`src/rtl/latch_edge_capture.sv`:
```
// latch_edge_capture: synchronises an asynchronous D-latch output, detects its
// rising/falling edges once the synchroniser is primed, and queues each edge as
// {rise, fall, timestamp} in a small FIFO with a sticky overflow flag.
// Optional feature macro: LATCH_EDGE_CAPTURE_TIMESTAMP_EN (timestamp counter;
// without it the timestamp field of every event is constant zero).
module latch_edge_capture #(
  parameter int unsigned DEPTH = 4,
  parameter int unsigned TSW   = 8
) (
  input  logic           clk,
  input  logic           clrn,
  input  logic           q,
  input  logic           ev_ready,
  output logic           ev_valid,
  output logic [TSW+1:0] ev_data,
  output logic           overflow,
  output logic           level
);

  localparam int unsigned AW = (DEPTH > 1) ? $clog2(DEPTH) : 1;
  localparam int unsigned CW = $clog2(DEPTH + 1);
  localparam int unsigned EW = TSW + 2;

  typedef enum logic [1:0] {
    PRIME0 = 2'd0,
    PRIME1 = 2'd1,
    RUN    = 2'd2
  } state_e;

  state_e state_q, state_d;
  logic   run_c;

  logic s1_q, s1_d;
  logic s2_q, s2_d;
  logic s3_q, s3_d;

  logic rise_c;
  logic fall_c;
  logic push_c;
  logic pop_c;
  logic full_c;
  logic push_ok_c;
  logic drop_c;

  logic [TSW-1:0] ts_c;
  logic [EW-1:0]  entry_c;

  logic [EW-1:0] mem_q [DEPTH];
  logic [EW-1:0] mem_d [DEPTH];
  logic [AW-1:0] wr_ptr_q, wr_ptr_d;
  logic [AW-1:0] rd_ptr_q, rd_ptr_d;
  logic [CW-1:0] count_q, count_d;
  logic          ovf_q, ovf_d;
  logic          ev_valid_q, ev_valid_d;
  logic [EW-1:0] ev_data_q, ev_data_d;

  // FSM state register
  always_ff @(posedge clk) begin
    if (!clrn) begin
      state_q <= PRIME0;
    end else begin
      state_q <= state_d;
    end
  end

  // FSM next state: two priming edges after reset, then RUN until reset
  always_comb begin
    state_d = state_q;
    case (state_q)
      PRIME0:  state_d = PRIME1;
      PRIME1:  state_d = RUN;
      RUN:     state_d = RUN;
      default: state_d = PRIME0;
    endcase
  end

  // FSM outputs: edge detection is only enabled in RUN
  always_comb begin
    run_c = 1'b0;
    if (state_q == RUN) begin
      run_c = 1'b1;
    end
  end

  // Synchroniser chain; while priming, s3 is aligned with the new s2 so the
  // first RUN comparison never reports the reset-to-level step as an edge
  always_comb begin
    s1_d = q;
    s2_d = s1_q;
    s3_d = s2_q;
    if (!run_c) begin
      s3_d = s2_d;
    end
  end

`ifdef LATCH_EDGE_CAPTURE_TIMESTAMP_EN
  logic [TSW-1:0] ts_q, ts_d;

  // Free-running timestamp, wraps naturally at 2^TSW
  always_comb begin
    ts_d = ts_q + TSW'(1);
  end

  // Timestamp register
  always_ff @(posedge clk) begin
    if (!clrn) begin
      ts_q <= '0;
    end else begin
      ts_q <= ts_d;
    end
  end

  assign ts_c = ts_q;
`else
  assign ts_c = '0;
`endif

  // Edge detection and FIFO handshake decode
  always_comb begin
    rise_c    = s2_q & ~s3_q;
    fall_c    = ~s2_q & s3_q;
    push_c    = run_c & (rise_c | fall_c);
    pop_c     = ev_valid_q & ev_ready;
    full_c    = (count_q == CW'(DEPTH));
    push_ok_c = push_c & (~full_c | pop_c);
    drop_c    = push_c & full_c & ~pop_c;
    entry_c   = {rise_c, fall_c, ts_c};
  end

  // FIFO next state: pop frees the head before a push lands at the tail
  always_comb begin
    mem_d    = mem_q;
    wr_ptr_d = wr_ptr_q;
    rd_ptr_d = rd_ptr_q;
    ovf_d    = ovf_q;
    if (pop_c) begin
      rd_ptr_d = rd_ptr_q + AW'(1);
    end
    if (push_ok_c) begin
      mem_d[wr_ptr_q] = entry_c;
      wr_ptr_d        = wr_ptr_q + AW'(1);
    end
    if (drop_c) begin
      ovf_d = 1'b1;
    end
    count_d = count_q + CW'(push_ok_c) - CW'(pop_c);
  end

  // Registered head-of-queue view, zero when empty
  always_comb begin
    ev_valid_d = (count_d != '0);
    ev_data_d  = '0;
    if (ev_valid_d) begin
      ev_data_d = mem_d[rd_ptr_d];
    end
  end

  // Control and output registers; reset wins over any pending push
  always_ff @(posedge clk) begin
    if (!clrn) begin
      s1_q       <= 1'b0;
      s2_q       <= 1'b0;
      s3_q       <= 1'b0;
      wr_ptr_q   <= '0;
      rd_ptr_q   <= '0;
      count_q    <= '0;
      ovf_q      <= 1'b0;
      ev_valid_q <= 1'b0;
      ev_data_q  <= '0;
    end else begin
      s1_q       <= s1_d;
      s2_q       <= s2_d;
      s3_q       <= s3_d;
      wr_ptr_q   <= wr_ptr_d;
      rd_ptr_q   <= rd_ptr_d;
      count_q    <= count_d;
      ovf_q      <= ovf_d;
      ev_valid_q <= ev_valid_d;
      ev_data_q  <= ev_data_d;
    end
  end

  // Event storage; contents are don't-care after reset since pointers clear
  always_ff @(posedge clk) begin
    if (clrn) begin
      mem_q <= mem_d;
    end
  end

  assign ev_valid = ev_valid_q;
  assign ev_data  = ev_data_q;
  assign overflow = ovf_q;
  assign level    = s2_q;

endmodule

```
`config.mk`:
```
export PLATFORM = sky130hd
export DESIGN_NAME = latch_edge_capture
export DESIGN_NICKNAME = d
export VERILOG_FILES = /design/src/rtl/latch_edge_capture.sv
export SDC_FILE = /design/constraint.sdc
export NUM_CORES = 1
export LEC_CHECK = 0
export ABC_AREA = 1
export CORE_MARGIN = 5
export CORE_UTILIZATION = 36
export DETAILED_ROUTE_END_ITERATION = 10
export DONT_BUFFER_PORTS = 1
export HOLD_SLACK_MARGIN = 0.06
export PLACE_DENSITY_LB_ADDON = 0.08
export SYNTH_ARGS = -nofsm -noshare
export SYNTH_HDL_FRONTEND = slang
export SYNTH_SLANG_ARGS = --single-unit
```
`constraint.sdc`:
```
create_clock -name clk -period 3.3 [get_ports clk]
set_input_delay 0.825 -clock clk [delete_from_list [all_inputs] [get_ports clk]]
set_output_delay 0.825 -clock clk [all_outputs]
set_load 0.01 [all_outputs]
```
-- Word level (Yosys, flattened, before mapping)
Index checks and enable logic that the tools add are counted.
- add/sub/neg operators: 4
- muxes and demuxes: 11
- eq/ne operators: 3
- reduce and logical (&&, ||, !) cells: 5
- order comparisons: 3
- bitwise logic cells: 15
- operators by type and width (operator ; number):
    $bwmux 40 ; 1
    $mux 40 ; 1
    $mux 10 ; 3
    $bmux 10 s2 ; 1
    $demux 10 s2 ; 1
    $and 1x1->1 ; 7
    $ge 3x3->1 const B ; 2
    $not 2->3 ; 2
    $add 2x1->2 const B ; 2
    $not 1->1 ; 4
    $pmux 2 s2 ; 1
    $add 3x1->3 ; 1
    $eq 3x3->1 const B ; 1
    $lt 3x1->1 const B ; 1
    $reduce_bool 3->1 ; 1
    $sub 3x1->3 ; 1
    $eq 2x1->1 const B ; 1
    $eq 2x2->1 const B ; 1
    $logic_not 2->1 ; 1
    $mux 1 ; 2
    $mux 2 ; 1
    $or 1x1->1 ; 2
    $reduce_and 2->1 ; 1
    $reduce_or 2->1 ; 1
    $logic_and 1x1->1 ; 1
- flip-flop bits (word level): 64
- output and inout port bits: 13
- bits of input ports: 4
- word-level logic and storage cells: 55

-- Longest topological paths before layout
- depth in word-level cells: 10
- depth in mapped cells: 14
- gate-level depth less buffers: 14

-- Worst setup path before layout
OpenSTA, ideal clock, no wires.
- path type: input port to flip-flop
- start point: in ev_ready
- end point: reg ev_data_q[8], in the netlist ev_data[8]
- required time: 3.187 ns
- path buffers: 0
- setup time: 0.113 ns
- cell stages on the path: 11
- path slack: 0.605 ns
- arrival: 2.582 ns
- cell sequence: nand2_2 nand3_4 nand2_4 inv_1 ha_1 fa_1 or2_2 o21ai_4 inv_2 nand2_1 nor2_1
- cells in the longest elaborated chain, start to end: 7
- elaborated cells between the ends (all ways): 13
- those cells by class: add/sub (2); mux (5); bitwise (4); reduce/logical (2)
- ends and longest elaborated chain (item ; RTL line ; RTL):
    start, declared ; 13 ; input logic ev_ready,
    $and 1x1->1 (*) ; 123 ; pop_c = ev_valid_q & ev_ready;
    $or 1x1->1 ; 125 ; push_ok_c = push_c & (~full_c | pop_c);
    $and 1x1->1 ; 125 ;
    $add 3x1->3 ; 146 ; count_d = count_q + CW'(push_ok_c) - CW'(pop_c);
    $sub 3x1->3 (*) ; 146 ;
    named net count_d[1] ; 52 ; logic [CW-1:0] count_q, count_d;
    $reduce_bool 3->1 (*) ; 151 ; ev_valid_d = (count_d != '0);
    $reduce_and 2->1 (no line) (*) ; -- ;
    end signal, assigned ; 179 ; ev_data_q <= ev_data_d;
    end, declared ; 55 ; logic [EW-1:0] ev_data_q, ev_data_d;
Mark *: on every way through the listed nets, which the timed path passes. The rest lies on a longest branch. The select of a mux whose other input is x is not followed.
A chain may end at the register's enable or synchronous reset.

-- Worst setup path in the final report
- start point: reg s2_q, in the netlist level
- end point: reg ev_data_q[9], in the netlist ev_data[9]
- cells in the longest elaborated chain, start to end: 9
- elaborated cells between the ends (all ways): 15
- those cells by class: add/sub (2); mux (5); bitwise (6); reduce/logical (2)
- ends and longest elaborated chain (item ; RTL line ; RTL):
    start, declared ; 34 ; logic s2_q, s2_d;
    start signal, assigned ; 162 ; s2_q <= 1'b0;
    start signal, assigned ; 172 ; s2_q <= s2_d;
    $not 1->1 ; 121 ; fall_c = ~s2_q & s3_q;
    $and 1x1->1 ; 121 ;
    $or 1x1->1 (*) ; 122 ; push_c = run_c & (rise_c | fall_c);
    $and 1x1->1 (*) ; 122 ;
    $and 1x1->1 (*) ; 125 ;
    $add 3x1->3 (*) ; 146 ;
    $sub 3x1->3 (*) ; 146 ;
    named net count_d[1] ; 52 ;
    $reduce_bool 3->1 (*) ; 151 ;
    $reduce_and 2->1 (no line) (*) ; -- ;
Marks and branches as above.

==> results.md <==
- Most common cell after layout, fill and taps aside: inv_1
- IO buf count: 0
- Final setup viols: 0
- DRC violations left: 0
- Fmax: around 350 MHz
- FF+latch count, synth: 64
- Die W: 103 microns
- WL per Instance: 13.7 microns
- Worst-path clk slew: 0.08 ns
- CTS tree: done
- Via density: 4.56
- Die Y: 103 microns
- Worst EP arrival: 3.12 ns
- Detail Route Antenna Nets: 0
- Number of global-route vias before repair: 2170
- Rel. slew slack: 0.710
- Layout area overhead: 8.47%
- Power, Total: 2.33 mW
- Leakage: 1.64 nW
- Share of cells above drive strength 1: 0.0921
- Site row count: 34
- WS Path Type: flop to flop
- Critical-path cell list: inv_1, ha_1, nor2_8, nand2_4, inv_1, ha_1, fa_1, or2_2, o21ai_4, inv_2, nand2_1, nor2_1
- DP HPWL: 4570 microns
- IO Count: 17
- Register area share after synthesis: 0.534
- Final Max Slew Viols: 0
- Die Area: 10700 sq um
- First-pass iteration count of the detailed router: 6
- Yosys top cell area share: 0.382
- Initial core utilization: 0.364
- Clk root buf: clkbuf_8
- Pwr Density: 681 nW/um^2
- H-tree depth: 3
- First-pass GRT wire length: 10900 microns
- CP peak stage delay: about 0.43 ns
- Top post-synthesis cells by area: edfxtp_1 38%, dfxtp_1 15%, inv_1 8.6%
- Startpoint Class: flop
- Commonest non-fill, non-tap cells in the layout: 72 x inv_1, 62 x nand2_1, 52 x nor2_1, 44 x nand3_1, 40 x edfxtp_1
- Syn. warnings: 0
- Hold_sp: s1_q
- Initial DRC count: 77
- Initial antenna violation count: 0
- Clock Skews: about 0.0096 ns
- Synthesized cell area: 3150 sq um
- Post_cts resized: 0
- Number of diodes: 0
- TNS Setup: 0 ns
- Crit path from: level
- Post-synth top area cell: edfxtp_1
- # Max-Cap Violations: 0
- R2r startpoint: level
- Clk_lat worst skew: 0.35 ns
- GRT Total Usage: 0.137
- Final Cycle Share: 0.874
- GPL Wtd Cong: 0.776
- Minimum clock period: 2.89 ns
- Core area: roughly 8600 sq um
- Grt ovf: 0
- RSZ-0062 raised after global routing: no
- Clock Tree Buf Depth: 2
- Syn Area/Cell: approximately 8.7 sq um
- Fill cells: 920
- Worst VDD drop: 0.221 mV
- Worst-path fanout max: 15
- Share of the core filled with cells: 0.395
- Worst path required time: 3.54 ns
- Pin count of the biggest net entering global routing: 52
- CP max-delay cell: fa_1
- CTS Buf Count: 9
- DR vias: about 2200
- Status: finished, final reports clean
- # nets final: about 380
- HP Class: flop to flop
- Final hold vios: 0
- Hold buffer count at cts: 0
- Buffer count from post-CTS setup fixing: 0
- WL final: around 6500 microns
- Syn Nets: 375
- Unique cell type count in the Yosys netlist: 26
- Gate Count Post-Synth: 360
- Type of destination of the critical path: flop
- Worst-margin pin slew: approximately 0.43 ns
- Clock sink count: 64
[logic make-up after synthesis]
group / share of synthesized area
AND/OR/NAND/NOR: 0.260
flip-flops: 0.534
AO/OA/AOI/OAI: 0.0402
buffers and inverters: 0.117
XOR/XNOR: 0.00278
adder cells (fa/ha/maj): 0.0461
[worst max-delay path, delay by kind of cell (launching register included)]
family	cells	cell delay, ns
AOI/OAI and AO/OA	1	0.29
buffers and inverters	3	0.29
adders and majority gates	3	0.98
DFF	1	0.41
and+or+nand+nor	5	0.80
[per-stage QoR]
step | hold WS, ns | cells | instance area, sq um | setup WS, ns
3_3_place_gp | 0.417 | 461 | 3200 | 0.351
6_report | 0.437 | 477 | 3410 | 0.415
4_1_cts | 0.440 | 477 | 3410 | 0.373
3_5_place_dp | 0.429 | 461 | 3200 | 0.288
2_1_floorplan | 0.408 | 360 | 3150 | 0.605
5_1_grt | 0.464 | 477 | 3410 | 0.188
[synth_stat cells]
cell and n:
a21oi_1 15, and2_1 6, buf_12 1, buf_6 4
clkbuf_1 1, clkbuf_8 1, dfxtp_1 24, edfxtp_1 40
fa_1 1, ha_1 10, inv_1 72, inv_2 4
nand2_1 62, nand2_2 4, nand2_4 1, nand3_1 44
nand3_2 4, nand3_4 1, nor2_1 52, nor2_2 1
nor2_8 1, nor3_1 1, o21ai_0 7, o21ai_4 1
or2_2 1, xor2_1 1
[registers in the layout, indices dropped and copies added, names as in the netlist]
register / count
count_q: 3
s1_q: 1
overflow: 1
s3_q: 1
state_q: 2
wr_ptr_q: 2
rd_ptr_q: 2
mem_q: 40
level: 1
ev_data: 10
ev_valid: 1
[worst paths after layout]
kind | to | slack [ns] | cells after the start
setup / recovery | ev_data[9] | 0.41 | 12
hold / removal | level | 0.44 | 2
setup reg to reg | ev_data[9] | 0.41 | 12
hold reg to reg | level | 0.44 | 2
[where the power goes]
part           leakage, nW  internal, mW  switching [mW]  total (mW)
Combinational        0.946         0.180           0.347       0.526
Sequential           0.589         0.978          0.0986        1.08
Clock                0.108         0.396           0.327       0.723
Total                 1.64          1.55           0.772        2.33
[area by class of cell]
| class | instances | area (sq um) | area share |
|---|---|---|---|
| Tap cell | 108 | 135 | 0.0396 |
| Clock inverter | 6 | 65.1 | 0.0191 |
| Sequential cell | 64 | 1680 | 0.493 |
| Clock buffer | 10 | 149 | 0.0436 |
| Multi-Input combinational cell | 213 | 1100 | 0.321 |
| Inverter | 76 | 285 | 0.0836 |
[routing by layer]
layer,share of wire,routed length [microns],vias to the layer above,GRT usage
li1,-,-,1131,-
met1,0.50,3240,1006,0.184
met2,0.45,2930,24,0.202
met3,0.034,224,13,0.0409
met4,0.020,129,0,0.0608
met5,0,0,-,0
(Power assumes the default switching activity.)
